### src/rtl/xgmii_pkg.sv
// rtl/xgmii_pkg.sv - shared XGMII constants, generator state type and PRBS31 step
//
// Purpose : character codes and idle word for the XGMII test-frame generator,
//           the generator FSM state enum and a 64-bit PRBS31 advance function.
// Ports   : none (package).
package xgmii_pkg;

   localparam logic [63:0] XGMII_IDLE_D = 64'h0707070707070707;
   localparam logic [7:0]  XGMII_IDLE_C = 8'hFF;

   localparam logic [7:0]  XGMII_START  = 8'hFB;
   localparam logic [7:0]  XGMII_TERM   = 8'hFD;
   localparam logic [7:0]  XGMII_IDLE   = 8'h07;
   localparam logic [7:0]  XGMII_PRE    = 8'h55;
   localparam logic [7:0]  XGMII_SFD    = 8'hD5;

   localparam logic [30:0] PRBS31_SEED  = 31'h7FFFFFFF;

   typedef enum logic [2:0] {
      IDLE,
      WAIT,
      PRE,
      DATA,
      TERM,
      IFG
   } gen_state_t;

   typedef struct packed {
      logic [30:0] state;
      logic [63:0] data;
   } prbs_step_t;

   // x^31 + x^28 + 1, 64 serial steps; data bit j is the j-th generated bit,
   // so lane 0 carries the first eight bits, LSB first.
   function automatic prbs_step_t prbs31_step64(input logic [30:0] seed);
      prbs_step_t res;
      logic [30:0] st;
      st = seed;
      res.data = '0;
      for (int j = 0; j < 64; j++) begin
         res.data[j] = st[30] ^ st[27];
         st = {st[29:0], res.data[j]};
      end
      res.state = st;
      return res;
   endfunction

endpackage

### src/rtl/xgmii_frame_gen_if.sv
// rtl/xgmii_frame_gen_if.sv - control and XGMII output bundle of the frame generator
//
// Purpose : groups the generator's control inputs and its XGMII/status outputs.
// Ports   : master drives enable/start/tx_ready/frame_len/ifg_words/frame_count
//           and observes xgmii_txd/xgmii_txc/busy/done/frames_sent;
//           slave (the generator) is the mirror image.
interface xgmii_frame_gen_if #(
   parameter int SEQ_WIDTH = 32,
   parameter int LEN_WIDTH = 14
);
   logic                 enable;
   logic                 start;
   logic                 tx_ready;
   logic [LEN_WIDTH-1:0] frame_len;
   logic [7:0]           ifg_words;
   logic [SEQ_WIDTH-1:0] frame_count;
   logic [63:0]          xgmii_txd;
   logic [7:0]           xgmii_txc;
   logic                 busy;
   logic                 done;
   logic [SEQ_WIDTH-1:0] frames_sent;

   modport master (
      output enable, start, tx_ready, frame_len, ifg_words, frame_count,
      input  xgmii_txd, xgmii_txc, busy, done, frames_sent
   );

   modport slave (
      input  enable, start, tx_ready, frame_len, ifg_words, frame_count,
      output xgmii_txd, xgmii_txc, busy, done, frames_sent
   );
endinterface

### src/rtl/xgmii_term_mux.sv
// rtl/xgmii_term_mux.sv - merges trailing data lanes with the terminate character
//
// Purpose : builds the final XGMII word of a frame: lanes below rem keep data,
//           lane rem carries FD, higher lanes carry idle 07.
// Ports   : data [63:0] in  - payload word for the final position
//           rem  [2:0]  in  - number of data lanes in the final word
//           txd  [63:0] out - merged terminate word
//           txc  [7:0]  out - control flags (8'hFF << rem)
module xgmii_term_mux
   import xgmii_pkg::*;
(
   input  logic [63:0] data,
   input  logic [2:0]  rem,
   output logic [63:0] txd,
   output logic [7:0]  txc
);

   always_comb begin
      txd = '0;
      txc = '0;
      for (int i = 0; i < 8; i++) begin
         if (3'(i) < rem) begin
            txd[8*i +: 8] = data[8*i +: 8];
         end else if (3'(i) == rem) begin
            txd[8*i +: 8] = XGMII_TERM;
            txc[i]        = 1'b1;
         end else begin
            txd[8*i +: 8] = XGMII_IDLE;
            txc[i]        = 1'b1;
         end
      end
   end

endmodule

### src/rtl/xgmii_frame_gen.sv
// rtl/xgmii_frame_gen.sv - XGMII test-frame generator for 10GBASE-R link tests
//
// Purpose : emits bursts of start/preamble, sequence-numbered payload and
//           terminate words separated by idle gaps. Build option XGEN_PRBS_EN
//           replaces the incrementing payload with a PRBS31 pattern.
// Ports   : clk    in - core clock
//           rst_n  in - asynchronous active-low reset
//           gen_if     - slave side of xgmii_frame_gen_if (control in,
//                        xgmii_txd/xgmii_txc/busy/done/frames_sent out)
module xgmii_frame_gen
   import xgmii_pkg::*;
#(
   parameter int SEQ_WIDTH = 32,
   parameter int LEN_WIDTH = 14,
   parameter int MIN_LEN   = 8
)(
   input  logic        clk,
   input  logic        rst_n,
   xgmii_frame_gen_if.slave gen_if
);

   gen_state_t           state;
   gen_state_t           next_state;

   logic [7:0]           ifg_lat;
   logic [7:0]           ifg_cnt;
   logic [SEQ_WIDTH-1:0] fc_lat;
   logic [SEQ_WIDTH-1:0] burst_cnt;
   logic [SEQ_WIDTH-1:0] seq;
   logic [SEQ_WIDTH-1:0] frames_sent_q;
   logic [LEN_WIDTH-1:0] len_lat;
   logic [LEN_WIDTH-1:0] len_clamped;
   logic [LEN_WIDTH-1:0] w_cnt;
   logic [LEN_WIDTH-1:0] word_idx;
   logic [LEN_WIDTH-1:0] last_full;
   logic [31:0]          seq_b;
   logic [63:0]          fill_word;
   logic [63:0]          payload;
   logic [63:0]          term_d;
   logic [7:0]           term_c;
   logic [63:0]          nxt_d;
   logic [7:0]           nxt_c;
   logic [63:0]          txd_q;
   logic [7:0]           txc_q;
   logic                 busy_q;
   logic                 done_q;
   logic                 burst_done;
   logic                 ifg_last;

   // Outputs are registered from next_state, so w_cnt tracks the index of
   // the word currently on the bus and word_idx is the one being prepared.
   assign word_idx    = (state == PRE) ? '0 : w_cnt + LEN_WIDTH'(1);
   assign last_full   = (len_lat >> 3) - LEN_WIDTH'(1);
   assign len_clamped = (gen_if.frame_len < LEN_WIDTH'(MIN_LEN)) ?
                        LEN_WIDTH'(MIN_LEN) : gen_if.frame_len;
   assign burst_done  = (fc_lat != '0) && (burst_cnt == fc_lat);
   assign ifg_last    = (ifg_cnt == ifg_lat);
   assign seq_b       = 32'(seq);

`ifdef XGEN_PRBS_EN
   logic [30:0] lfsr;
   prbs_step_t  prbs_nxt;

   assign prbs_nxt  = prbs31_step64(lfsr);
   assign fill_word = prbs_nxt.data;

   // Reseeded every preamble, advanced once per DATA word, held otherwise.
   always_ff @(posedge clk or negedge rst_n) begin
      if (!rst_n) begin
         lfsr <= PRBS31_SEED;
      end else if (next_state == PRE) begin
         lfsr <= PRBS31_SEED;
      end else if (next_state == DATA) begin
         lfsr <= prbs_nxt.state;
      end
   end
`else
   always_comb begin
      fill_word = '0;
      for (int i = 0; i < 8; i++) begin
         fill_word[8*i +: 8] = {word_idx[4:0], 3'(i)};
      end
   end
`endif

   // Bytes 0-3 of the first data word carry the sequence number.
   always_comb begin
      payload = fill_word;
      if (word_idx == '0) begin
         payload[31:0] = seq_b;
      end
   end

   xgmii_term_mux u_term_mux (
      .data (payload),
      .rem  (len_lat[2:0]),
      .txd  (term_d),
      .txc  (term_c)
   );

   always_ff @(posedge clk or negedge rst_n) begin
      if (!rst_n) begin
         state <= IDLE;
      end else begin
         state <= next_state;
      end
   end

   always_comb begin
      next_state = state;
      case (state)
         IDLE: begin
            if (gen_if.start && gen_if.enable) begin
               next_state = gen_if.tx_ready ? PRE : WAIT;
            end
         end
         WAIT: begin
            if (gen_if.tx_ready) begin
               next_state = PRE;
            end
         end
         PRE:  next_state = DATA;
         DATA: begin
            if (w_cnt == last_full) begin
               next_state = TERM;
            end
         end
         TERM: next_state = IFG;
         IFG: begin
            if (ifg_last) begin
               if (burst_done || !gen_if.enable) begin
                  next_state = IDLE;
               end else if (!gen_if.tx_ready) begin
                  next_state = WAIT;
               end else begin
                  next_state = PRE;
               end
            end
         end
         default: next_state = IDLE;
      endcase
   end

   always_comb begin
      nxt_d = XGMII_IDLE_D;
      nxt_c = XGMII_IDLE_C;
      case (next_state)
         PRE: begin
            nxt_d = {XGMII_SFD, {6{XGMII_PRE}}, XGMII_START};
            nxt_c = 8'h01;
         end
         DATA: begin
            nxt_d = payload;
            nxt_c = 8'h00;
         end
         TERM: begin
            nxt_d = term_d;
            nxt_c = term_c;
         end
         default: begin
            nxt_d = XGMII_IDLE_D;
            nxt_c = XGMII_IDLE_C;
         end
      endcase
   end

   always_ff @(posedge clk or negedge rst_n) begin
      if (!rst_n) begin
         ifg_lat       <= 8'd1;
         ifg_cnt       <= 8'd0;
         fc_lat        <= '0;
         burst_cnt     <= '0;
         seq           <= '0;
         frames_sent_q <= '0;
         len_lat       <= LEN_WIDTH'(MIN_LEN);
         w_cnt         <= '0;
      end else begin
         if (state == IDLE && next_state != IDLE) begin
            ifg_lat   <= (gen_if.ifg_words == 8'd0) ? 8'd1 : gen_if.ifg_words;
            fc_lat    <= gen_if.frame_count;
            burst_cnt <= '0;
         end
         if (next_state == PRE) begin
            len_lat <= len_clamped;
         end
         if (next_state == DATA || next_state == TERM) begin
            w_cnt <= word_idx;
         end
         if (state == TERM) begin
            seq           <= seq + 1'b1;
            frames_sent_q <= frames_sent_q + 1'b1;
            burst_cnt     <= burst_cnt + 1'b1;
            ifg_cnt       <= 8'd1;
         end else if (state == IFG) begin
            ifg_cnt <= ifg_cnt + 8'd1;
         end
      end
   end

   always_ff @(posedge clk or negedge rst_n) begin
      if (!rst_n) begin
         txd_q  <= XGMII_IDLE_D;
         txc_q  <= XGMII_IDLE_C;
         busy_q <= 1'b0;
         done_q <= 1'b0;
      end else begin
         txd_q  <= nxt_d;
         txc_q  <= nxt_c;
         busy_q <= (next_state != IDLE);
         done_q <= (state == IFG) && (next_state == IDLE);
      end
   end

   assign gen_if.xgmii_txd   = txd_q;
   assign gen_if.xgmii_txc   = txc_q;
   assign gen_if.busy        = busy_q;
   assign gen_if.done        = done_q;
   assign gen_if.frames_sent = frames_sent_q;

endmodule

### src/flat_wrapper.sv
// flat-port wrapper written by rule: the top's interface ports become plain ports
module xgmii_frame_gen_flat import xgmii_pkg::*;
#(
   parameter int SEQ_WIDTH = 32,
   parameter int LEN_WIDTH = 14,
   parameter int MIN_LEN   = 8
)
  (clk, rst_n, gen_if_enable, gen_if_start, gen_if_tx_ready, gen_if_frame_len, gen_if_ifg_words, gen_if_frame_count, gen_if_xgmii_txd, gen_if_xgmii_txc, gen_if_busy, gen_if_done, gen_if_frames_sent);
  xgmii_frame_gen_if #(.SEQ_WIDTH(SEQ_WIDTH), .LEN_WIDTH(LEN_WIDTH)) gen_if_i ();
  input  logic clk;
  input  logic rst_n;
  input wire logic [$bits(gen_if_i.enable)-1:0] gen_if_enable;
  input wire logic [$bits(gen_if_i.start)-1:0] gen_if_start;
  input wire logic [$bits(gen_if_i.tx_ready)-1:0] gen_if_tx_ready;
  input wire logic [$bits(gen_if_i.frame_len)-1:0] gen_if_frame_len;
  input wire logic [$bits(gen_if_i.ifg_words)-1:0] gen_if_ifg_words;
  input wire logic [$bits(gen_if_i.frame_count)-1:0] gen_if_frame_count;
  output wire logic [$bits(gen_if_i.xgmii_txd)-1:0] gen_if_xgmii_txd;
  output wire logic [$bits(gen_if_i.xgmii_txc)-1:0] gen_if_xgmii_txc;
  output wire logic [$bits(gen_if_i.busy)-1:0] gen_if_busy;
  output wire logic [$bits(gen_if_i.done)-1:0] gen_if_done;
  output wire logic [$bits(gen_if_i.frames_sent)-1:0] gen_if_frames_sent;
  assign gen_if_i.enable = gen_if_enable;
  assign gen_if_i.start = gen_if_start;
  assign gen_if_i.tx_ready = gen_if_tx_ready;
  assign gen_if_i.frame_len = gen_if_frame_len;
  assign gen_if_i.ifg_words = gen_if_ifg_words;
  assign gen_if_i.frame_count = gen_if_frame_count;
  assign gen_if_xgmii_txd = gen_if_i.xgmii_txd;
  assign gen_if_xgmii_txc = gen_if_i.xgmii_txc;
  assign gen_if_busy = gen_if_i.busy;
  assign gen_if_done = gen_if_i.done;
  assign gen_if_frames_sent = gen_if_i.frames_sent;
  xgmii_frame_gen #(.SEQ_WIDTH(SEQ_WIDTH), .LEN_WIDTH(LEN_WIDTH), .MIN_LEN(MIN_LEN)) u_core (.clk(clk), .rst_n(rst_n), .gen_if(gen_if_i));
endmodule
### config.mk
export PLATFORM = sky130hd
export DESIGN_NAME = xgmii_frame_gen_flat
export DESIGN_NICKNAME = d
export VERILOG_FILES = /design/src/rtl/xgmii_pkg.sv /design/src/rtl/xgmii_frame_gen_if.sv /design/src/rtl/xgmii_term_mux.sv /design/src/rtl/xgmii_frame_gen.sv /design/src/flat_wrapper.sv
export SDC_FILE = /design/constraint.sdc
export NUM_CORES = 1
export LEC_CHECK = 0
export CAP_MARGIN = 20
export CORE_MARGIN = 4
export CORE_UTILIZATION = 30
export DETAILED_ROUTE_END_ITERATION = 16
export DONT_BUFFER_PORTS = 1
export GPL_TIMING_DRIVEN = 1
export PLACE_DENSITY = 0.41
export REMOVE_ABC_BUFFERS = 1
export SKIP_CTS_REPAIR_TIMING = 1
export SKIP_LAST_GASP = 1
export SYNTH_ARGS = -nofsm -noshare
export SYNTH_HDL_FRONTEND = slang
export SYNTH_SLANG_ARGS = --single-unit
### constraint.sdc
create_clock -name clk -period 2.9 [get_ports clk]
set_input_delay 0.435 -clock clk [delete_from_list [all_inputs] [get_ports clk]]
set_output_delay 0.435 -clock clk [all_outputs]
set_load 0.05 [all_outputs]
Word-level counts from Yosys, hierarchy flattened
Index checks and enable logic that the tools add are counted.
{ "classes": {"n_addsub": 6, "n_mul": 0, "n_div": 0, "n_lt_le_gt_ge": 9, "n_eq_ne": 18, "shift": 0, "mux": 41, "bitwise": 0, "reduce_logical": 16} }
{ "op_table": {"columns": ["operator", "n"], "rows": [
  ["$pmux 64 s3", 1],
  ["$mux 8", 19],
  ["$add 32x1->32 const B", 3],
  ["$mux 32", 3],
  ["$eq 32x32->1", 1],
  ["$reduce_bool 32->1", 1],
  ["$mux 14", 2],
  ["$pmux 8 s3", 1],
  ["$pmux 3 s6", 1],
  ["$mux 3", 5],
  ["$add 14x1->14 const B", 1],
  ["$eq 14x14->1", 1],
  ["$logic_not 14->1", 1],
  ["$lt 14x4->1 const B", 1],
  ["$eq 3x2->1 const B", 4],
  ["$eq 3x3->1 const A", 4],
  ["$lt 3x3->1 const A", 4],
  ["$sub 11x1->12 const B", 1],
  ["$eq 3x3->1 const B", 3],
  ["$logic_not 3->1", 3],
  ["$add 8x1->8 const B", 1],
  ["$eq 8x8->1", 1],
  ["$logic_not 8->1", 1],
  ["$mux 1", 8],
  ["other kinds (11)", 19]
]} }
{ "word_totals": {"ff_bits": 249, "latchBits": 0, "mem_bits_rw": 0, "romBits": 0, "out_inout_bits": 106, "elab_cells": 103, "n_memories": 0} }

Logic depth before layout (Yosys ltp)
{ "depth": {"ltp_word": 10, "depth_mapped": 11, "ltp_nobuf": 9} }

By module
A second synthesis with hierarchy kept.
{ "hier_totals": {"hier_cells": 1281, "area_unflattened_um2": 12699.7} }
{ "modules_own_cells": {"columns": ["module", "instances", "cells_per_inst", "area_per_inst_um2", "seq_area_each_um2"], "rows": [
  ["xgmii_frame_gen", 1, 1177, 12095.4, 6273.5],
  ["xgmii_term_mux", 1, 104, 604.3, 0.0]
]} }

Least setup slack after synthesis
Ideal clock, no wire load.
{ "synth_timing": {"path_type": "flip-flop to flip-flop", "startpoint": "reg u_core.w_cnt[0]", "endpoint": "reg u_core.txd_q[8] (netlist: u_core.gen_if.xgmii_txd[8])", "setup_time_ns": 0.088, "arrival_time_ns": 2.544, "t_required_ns": 2.812, "slack_ns": 0.268, "path_stages_with_launch": 10, "period_less_slack_ns": 2.632, "path_cell_list": "dfrtp_1 -> ha_1 -> clkbuf_1 -> or3_1 -> a2111o_1 -> a211oi_2 -> a31oi_1 -> nor3_4 -> inv_2 -> or3_1"} }
{ "synth_via": {"elab_chain_cells": 6} }
{ "synth_rtl": {"columns": ["element", "line_no", "source"], "rows": [
  ["start, declared", "xgmii_frame_gen.sv:33", "logic [LEN_WIDTH-1:0] w_cnt;"],
  ["start signal, assigned", "xgmii_frame_gen.sv:187", "w_cnt <= word_idx;"],
  ["$add 14x1->14", "xgmii_frame_gen.sv:52", "assign word_idx = (state == PRE) ? '0 : w_cnt + LEN_WIDTH'(1);"],
  ["$mux 14", "xgmii_frame_gen.sv:52", null],
  ["$logic_not 14->1", "xgmii_frame_gen.sv:89", "if (word_idx == '0) begin"],
  ["$mux 32", "xgmii_frame_gen.sv:89", null],
  ["$mux 8", "xgmii_term_mux.sv:22", "if (3'(i) < rem) begin"],
  ["$pmux 64 s3 (*)", "xgmii_frame_gen.sv:147", "case (next_state)"],
  ["net u_core.nxt_d[8]", "xgmii_frame_gen.sv:41", "logic [63:0] nxt_d;"],
  ["end signal, assigned", "xgmii_frame_gen.sv:207", "txd_q <= nxt_d;"],
  ["end, declared", "xgmii_frame_gen.sv:43", "logic [63:0] txd_q;"]
]} }
Mark *: on every way through the listed nets, which the timed path passes. The rest lies on a longest branch.
A chain may end at the register's enable or synchronous reset.

Final worst setup path
{ "layout_timing": {"startpoint": "reg u_core.len_lat[3]", "endpoint": "reg u_core.txd_q[15] (netlist: u_core.gen_if.xgmii_txd[15])"} }
{ "layout_via": {"elab_chain_cells": 6} }
{ "layout_rtl": {"columns": ["element", "line_no", "source"], "rows": [
  ["start, declared", "xgmii_frame_gen.sv:31", "logic [LEN_WIDTH-1:0] len_lat;"],
  ["start signal, assigned", "xgmii_frame_gen.sv:175", "len_lat <= LEN_WIDTH'(MIN_LEN);"],
  ["start signal, assigned", "xgmii_frame_gen.sv:184", "len_lat <= len_clamped;"],
  ["$sub 11x1->12 (*)", "xgmii_frame_gen.sv:53", "assign last_full = (len_lat >> 3) - LEN_WIDTH'(1);"],
  ["$eq 14x14->1 (*)", "xgmii_frame_gen.sv:124", "if (w_cnt == last_full) begin"],
  ["$mux 3 (*)", "xgmii_frame_gen.sv:124", null],
  ["$pmux 3 s6 (*)", "xgmii_frame_gen.sv:111", "case (state)"],
  ["$eq 3x3->1 or $eq 3x2->1 (tied branches)", "xgmii_frame_gen.sv:147", null],
  ["$pmux 64 s3 (*)", "xgmii_frame_gen.sv:147", null],
  ["net u_core.nxt_d[15]", "xgmii_frame_gen.sv:41", null]
]} }
Marked as above.

==> impl_metrics.py <==
metrics = {
    "outcome": {
        "status": "complete, but fails checks",
        "violations": "hold timing",
    },
    "floorplan": {
        "ios": 165,
        "rows": 71,
        "die_x_um": 204,
        "core_um2": 37800,
        "initial_utilization_pct": 30.6,
        "dieArea_um2": 41800,
        "fp.dieH_um": 204,
    },
    "timing": {
        "tightest_slew_ns": 0.763,
        "finalCriticalPeriod_ns": 2.76,
        "whs_ns": -0.430,
        "period_share_pct": 95.1,
        "skew_ns": 0.0201,
        "max_freq_ghz": 0.362,
        "slew_headroom_pct": 48.9,
        "final_hold_viol_count": 243,
        "slew_violations": 0,
        "setup_violations": 0,
        "grt_setup_unrepaired": "false",
    },
    "power_and_ir_drop": {
        "p_leak_nw": 6.27,
        "switching_share_pct": 42.1,
        "combPwrFrac_pct": 28.1,
        "sequentialPowerShare_pct": 45.4,
        "switching_power_mw": 6.45,
        "p_per_area_nw_per_um2": 1080,
        "irDropWorstVdd_uv": 459,
        "internal_power_mw": 8.87,
        "clkPwrFrac_pct": 26.5,
        "power_mw": 15.3,
    },
    "synth": {
        "synth_top_flop_cell": "dfrtp_1",
        "netlist_area_um2": 11600,
        "async_reset_ff_share_pct": 100,
        "syn_inst": 1196,
        "yosysUniqueCellTypes": 75,
        "synth_edf_count": 0,
        "yosysWarnings": 0,
        "avgSynthCellArea_um2": 9.67,
        "yosysSeqAreaShare_pct": 52.9,
        "ys_ff_latch": 243,
    },
    "critical_path": {
        "critical_path.endpoint_type": "flop",
        "crit_path_start_kind": "flop",
        "cp_max_fo": 13,
        "cp.required_ns": 3.39,
        "arrival_ns": 3.25,
        "path_class": "flop to flop",
        "slowest_stage": "or4b_4",
        "slowest_delay_ns": 0.58,
        "path_cells": "inv_1 -> ha_1 -> nor2b_1 -> or3_1 -> a31oi_1 -> and4_1 -> o211ai_4 -> or4b_4 -> a21oi_1",
    },
    "clock_network": {
        "path_clk_slew_ns": 0.06,
        "cts_buffers": 30,
        "clock_sinks": 243,
        "cts_root_buf": "clkbuf_16",
        "clockBufferDepth": 3,
        "cts_tree": "done",
        "htreeDepth": 1,
        "clk_latency_ns": 0.57,
    },
    "global_route": {
        "grt_max_degree": 244,
        "antenna_found_initial": 0,
        "grt_pass1_wl_mm": 54.3,
        "track_usage_pct": 16.2,
        "grt_overflow": 0,
        "grt_pass1_vias": 8955,
    },
    "final_layout": {
        "drive_gt1_share_pct": 13.9,
        "antenna_cells": 0,
        "fin_nets": 1365,
        "stdcell_area_um2": 14200,
        "final_common_cell": "nand2_1",
        "mostFrequentLayoutCells": "nand2_1, dfrtp_1, xnor2_1",
        "nFillCells": 3925,
        "area_growth_pct": 22.4,
    },
    "placed_design": {
        "dpl_cell_area_um2": 12600,
        "routabilityCongestion": 0.788,
        "port_buffers": 0,
        "dp_hpwl_mm": 23.6,
    },
    "detailed_routing": {
        "drt_iter0_drc": 560,
        "drt_pass1_iterations": 5,
        "wl_per_cell_um": 18.5,
        "drc_errors": 0,
        "wirelength_mm": 34.0,
        "route.vias.total": 8992,
        "ant_nets": 0,
        "vias_per_cell": 4.90,
    },
    "hold_path": {
        "hold_path_class": "input pin to async pin",
    },
    "job": {
        "maxCapViolCount": 0,
    },
}
==> layout make-up <==
cell class / instances / area (um^2) / share of cell area [%]
sequential: 243 / 6120 / 43.2
inverter: 18 / 67.6 / 0.477
timing repair buffer: 127 / 1120 / 7.88
multi-input combinational: 880 / 5140 / 36.3
clock inverter: 14 / 241 / 1.71
clock buffer: 42 / 836 / 5.90
tap: 511 / 639 / 4.52
==> cells in the mapped netlist, types with 4 or more instances <==
| cell | instances | area, um^2 |
|---|---|---|
| nand2_1 | 251 | 942 |
| dfrtp_1 | 215 | 5380 |
| xnor2_1 | 99 | 867 |
| o21ai_0 | 76 | 380 |
| nor2_1 | 60 | 225 |
| a21oi_1 | 57 | 285 |
| nand3_1 | 56 | 280 |
| clkbuf_1 | 37 | 139 |
| nand4_1 | 34 | 213 |
| dfstp_2 | 28 | 736 |
| and3_1 | 26 | 163 |
| xor2_1 | 26 | 228 |
| inv_1 | 17 | 63.8 |
| nor4_1 | 17 | 106 |
| nor3_1 | 16 | 80.1 |
| mux2i_1 | 14 | 140 |
| a31oi_1 | 11 | 68.8 |
| and4_1 | 11 | 96.3 |
| o211ai_1 | 10 | 75.1 |
| or3_1 | 10 | 62.6 |
| and2_1 | 9 | 56.3 |
| buf_2 | 9 | 45.0 |
| buf_4 | 7 | 52.6 |
| nor2b_1 | 7 | 43.8 |
| o31ai_1 | 7 | 52.6 |
| a21o_1 | 6 | 45.0 |
| ha_1 | 6 | 75.1 |
| nand2b_1 | 6 | 37.5 |
| a41oi_1 | 5 | 43.8 |
| buf_6 | 5 | 56.3 |
| o21ai_1 | 4 | 20.0 |
| or2_2 | 4 | 25.0 |
==> sequential cells by signal, summed over array words and instances (netlist names), 8 cells and up <==
signal                     count
u_core.gen_if.frames_sent     32
u_core.w_cnt                  14
u_core.fc_lat                 32
u_core.ifg_lat                 8
u_core.burst_cnt              32
u_core.gen_if.xgmii_txc        8
u_core.ifg_cnt                 8
u_core.seq                    32
u_core.gen_if.xgmii_txd       58
u_core.len_lat                14
==> worst max-delay path, delay by kind of cell, from the launching register on <==
kind	cells	cell delay [ns]
and+or+nand+nor	4	1.34
AOI/OAI and AO/OA	3	0.54
DFF	1	0.53
adders and majority gates	1	0.20
buffers and inverters	1	0.05
==> logic make-up (layout without fill, tap and decap cells) <==
logic type | after synthesis | count (layout) | share of synthesized area, %
and+or+nand+nor | 523 | 523 | 21.6
DFF | 243 | 243 | 52.9
AOI/OAI and AO/OA | 206 | 206 | 11.0
xor gates and xnor gates | 125 | 125 | 9.46
buffers and inverters | 78 | 201 | 3.19
muxes | 14 | 14 | 1.21
adders and majority gates | 6 | 6 | 0.649
other | 1 | 6 | 0.0324
==> power by group through the flow <==
stage          clock network, mW  registers, mW  logic (mW)
6_report                    4.06           6.96        4.30
5_1_grt                     4.37           7.11        4.83
2_1_floorplan                  0           6.68        2.70
3_5_place_dp                   0           7.04        4.26
4_1_cts                     4.22           6.99        4.28
3_3_place_gp                   0           7.05        4.27
==> routing by layer <==
layer	share of wire [%]	wire (um)	global-route usage, %	up-vias
met4	1.6	554	3.66	0
li1	-	-	-	4344
met3	5.3	1810	3.16	35
met1	48	16400	24.3	4420
met2	45	15200	24.1	193
met5	0	0	0	-
==> worst paths after layout <==
kind	start	to	slack, ns	depth (start not counted)
worst max-delay path	u_core.len_lat[3]$_DFFE_PN1N_	u_core.gen_if.xgmii_txd[15]$_DFF_PN0_	0.14	9
worst min-delay path	rst_n	u_core.gen_if.xgmii_txd[36]$_DFF_PN0_	-0.43	0
worst max register to register	u_core.len_lat[3]$_DFFE_PN1N_	u_core.gen_if.xgmii_txd[15]$_DFF_PN0_	0.14	9
worst min register to register	u_core.seq[31]$_DFFE_PN0P_	u_core.seq[31]$_DFFE_PN0P_	0.48	1
max in group asynchronous	rst_n	u_core.burst_cnt[10]$_DFFE_PN0P_	2.84	0
min in group clk	gen_if_frame_count[3]	u_core.fc_lat[3]$_DFFE_PN0P_	0	2
==> per-stage QoR <==
step / TNS (ns) / util (%) / hold slack, ns / cells / setup slack, ns
after floorplan: -81.64 / - / 0.139 / 1141 / -2.11
after global placement: 0 / 33.3 / 0.151 / 1734 / 0.167
after detailed placement: 0 / 33.3 / 0.150 / 1734 / 0.165
after CTS: 0 / 36.2 / -0.484 / 1790 / 0.146
after global routing: 0 / 37.4 / -0.482 / 1835 / 0.0160
final: 0 / 37.4 / -0.430 / 1835 / 0.141
Power figures use the tool's default switching activity.
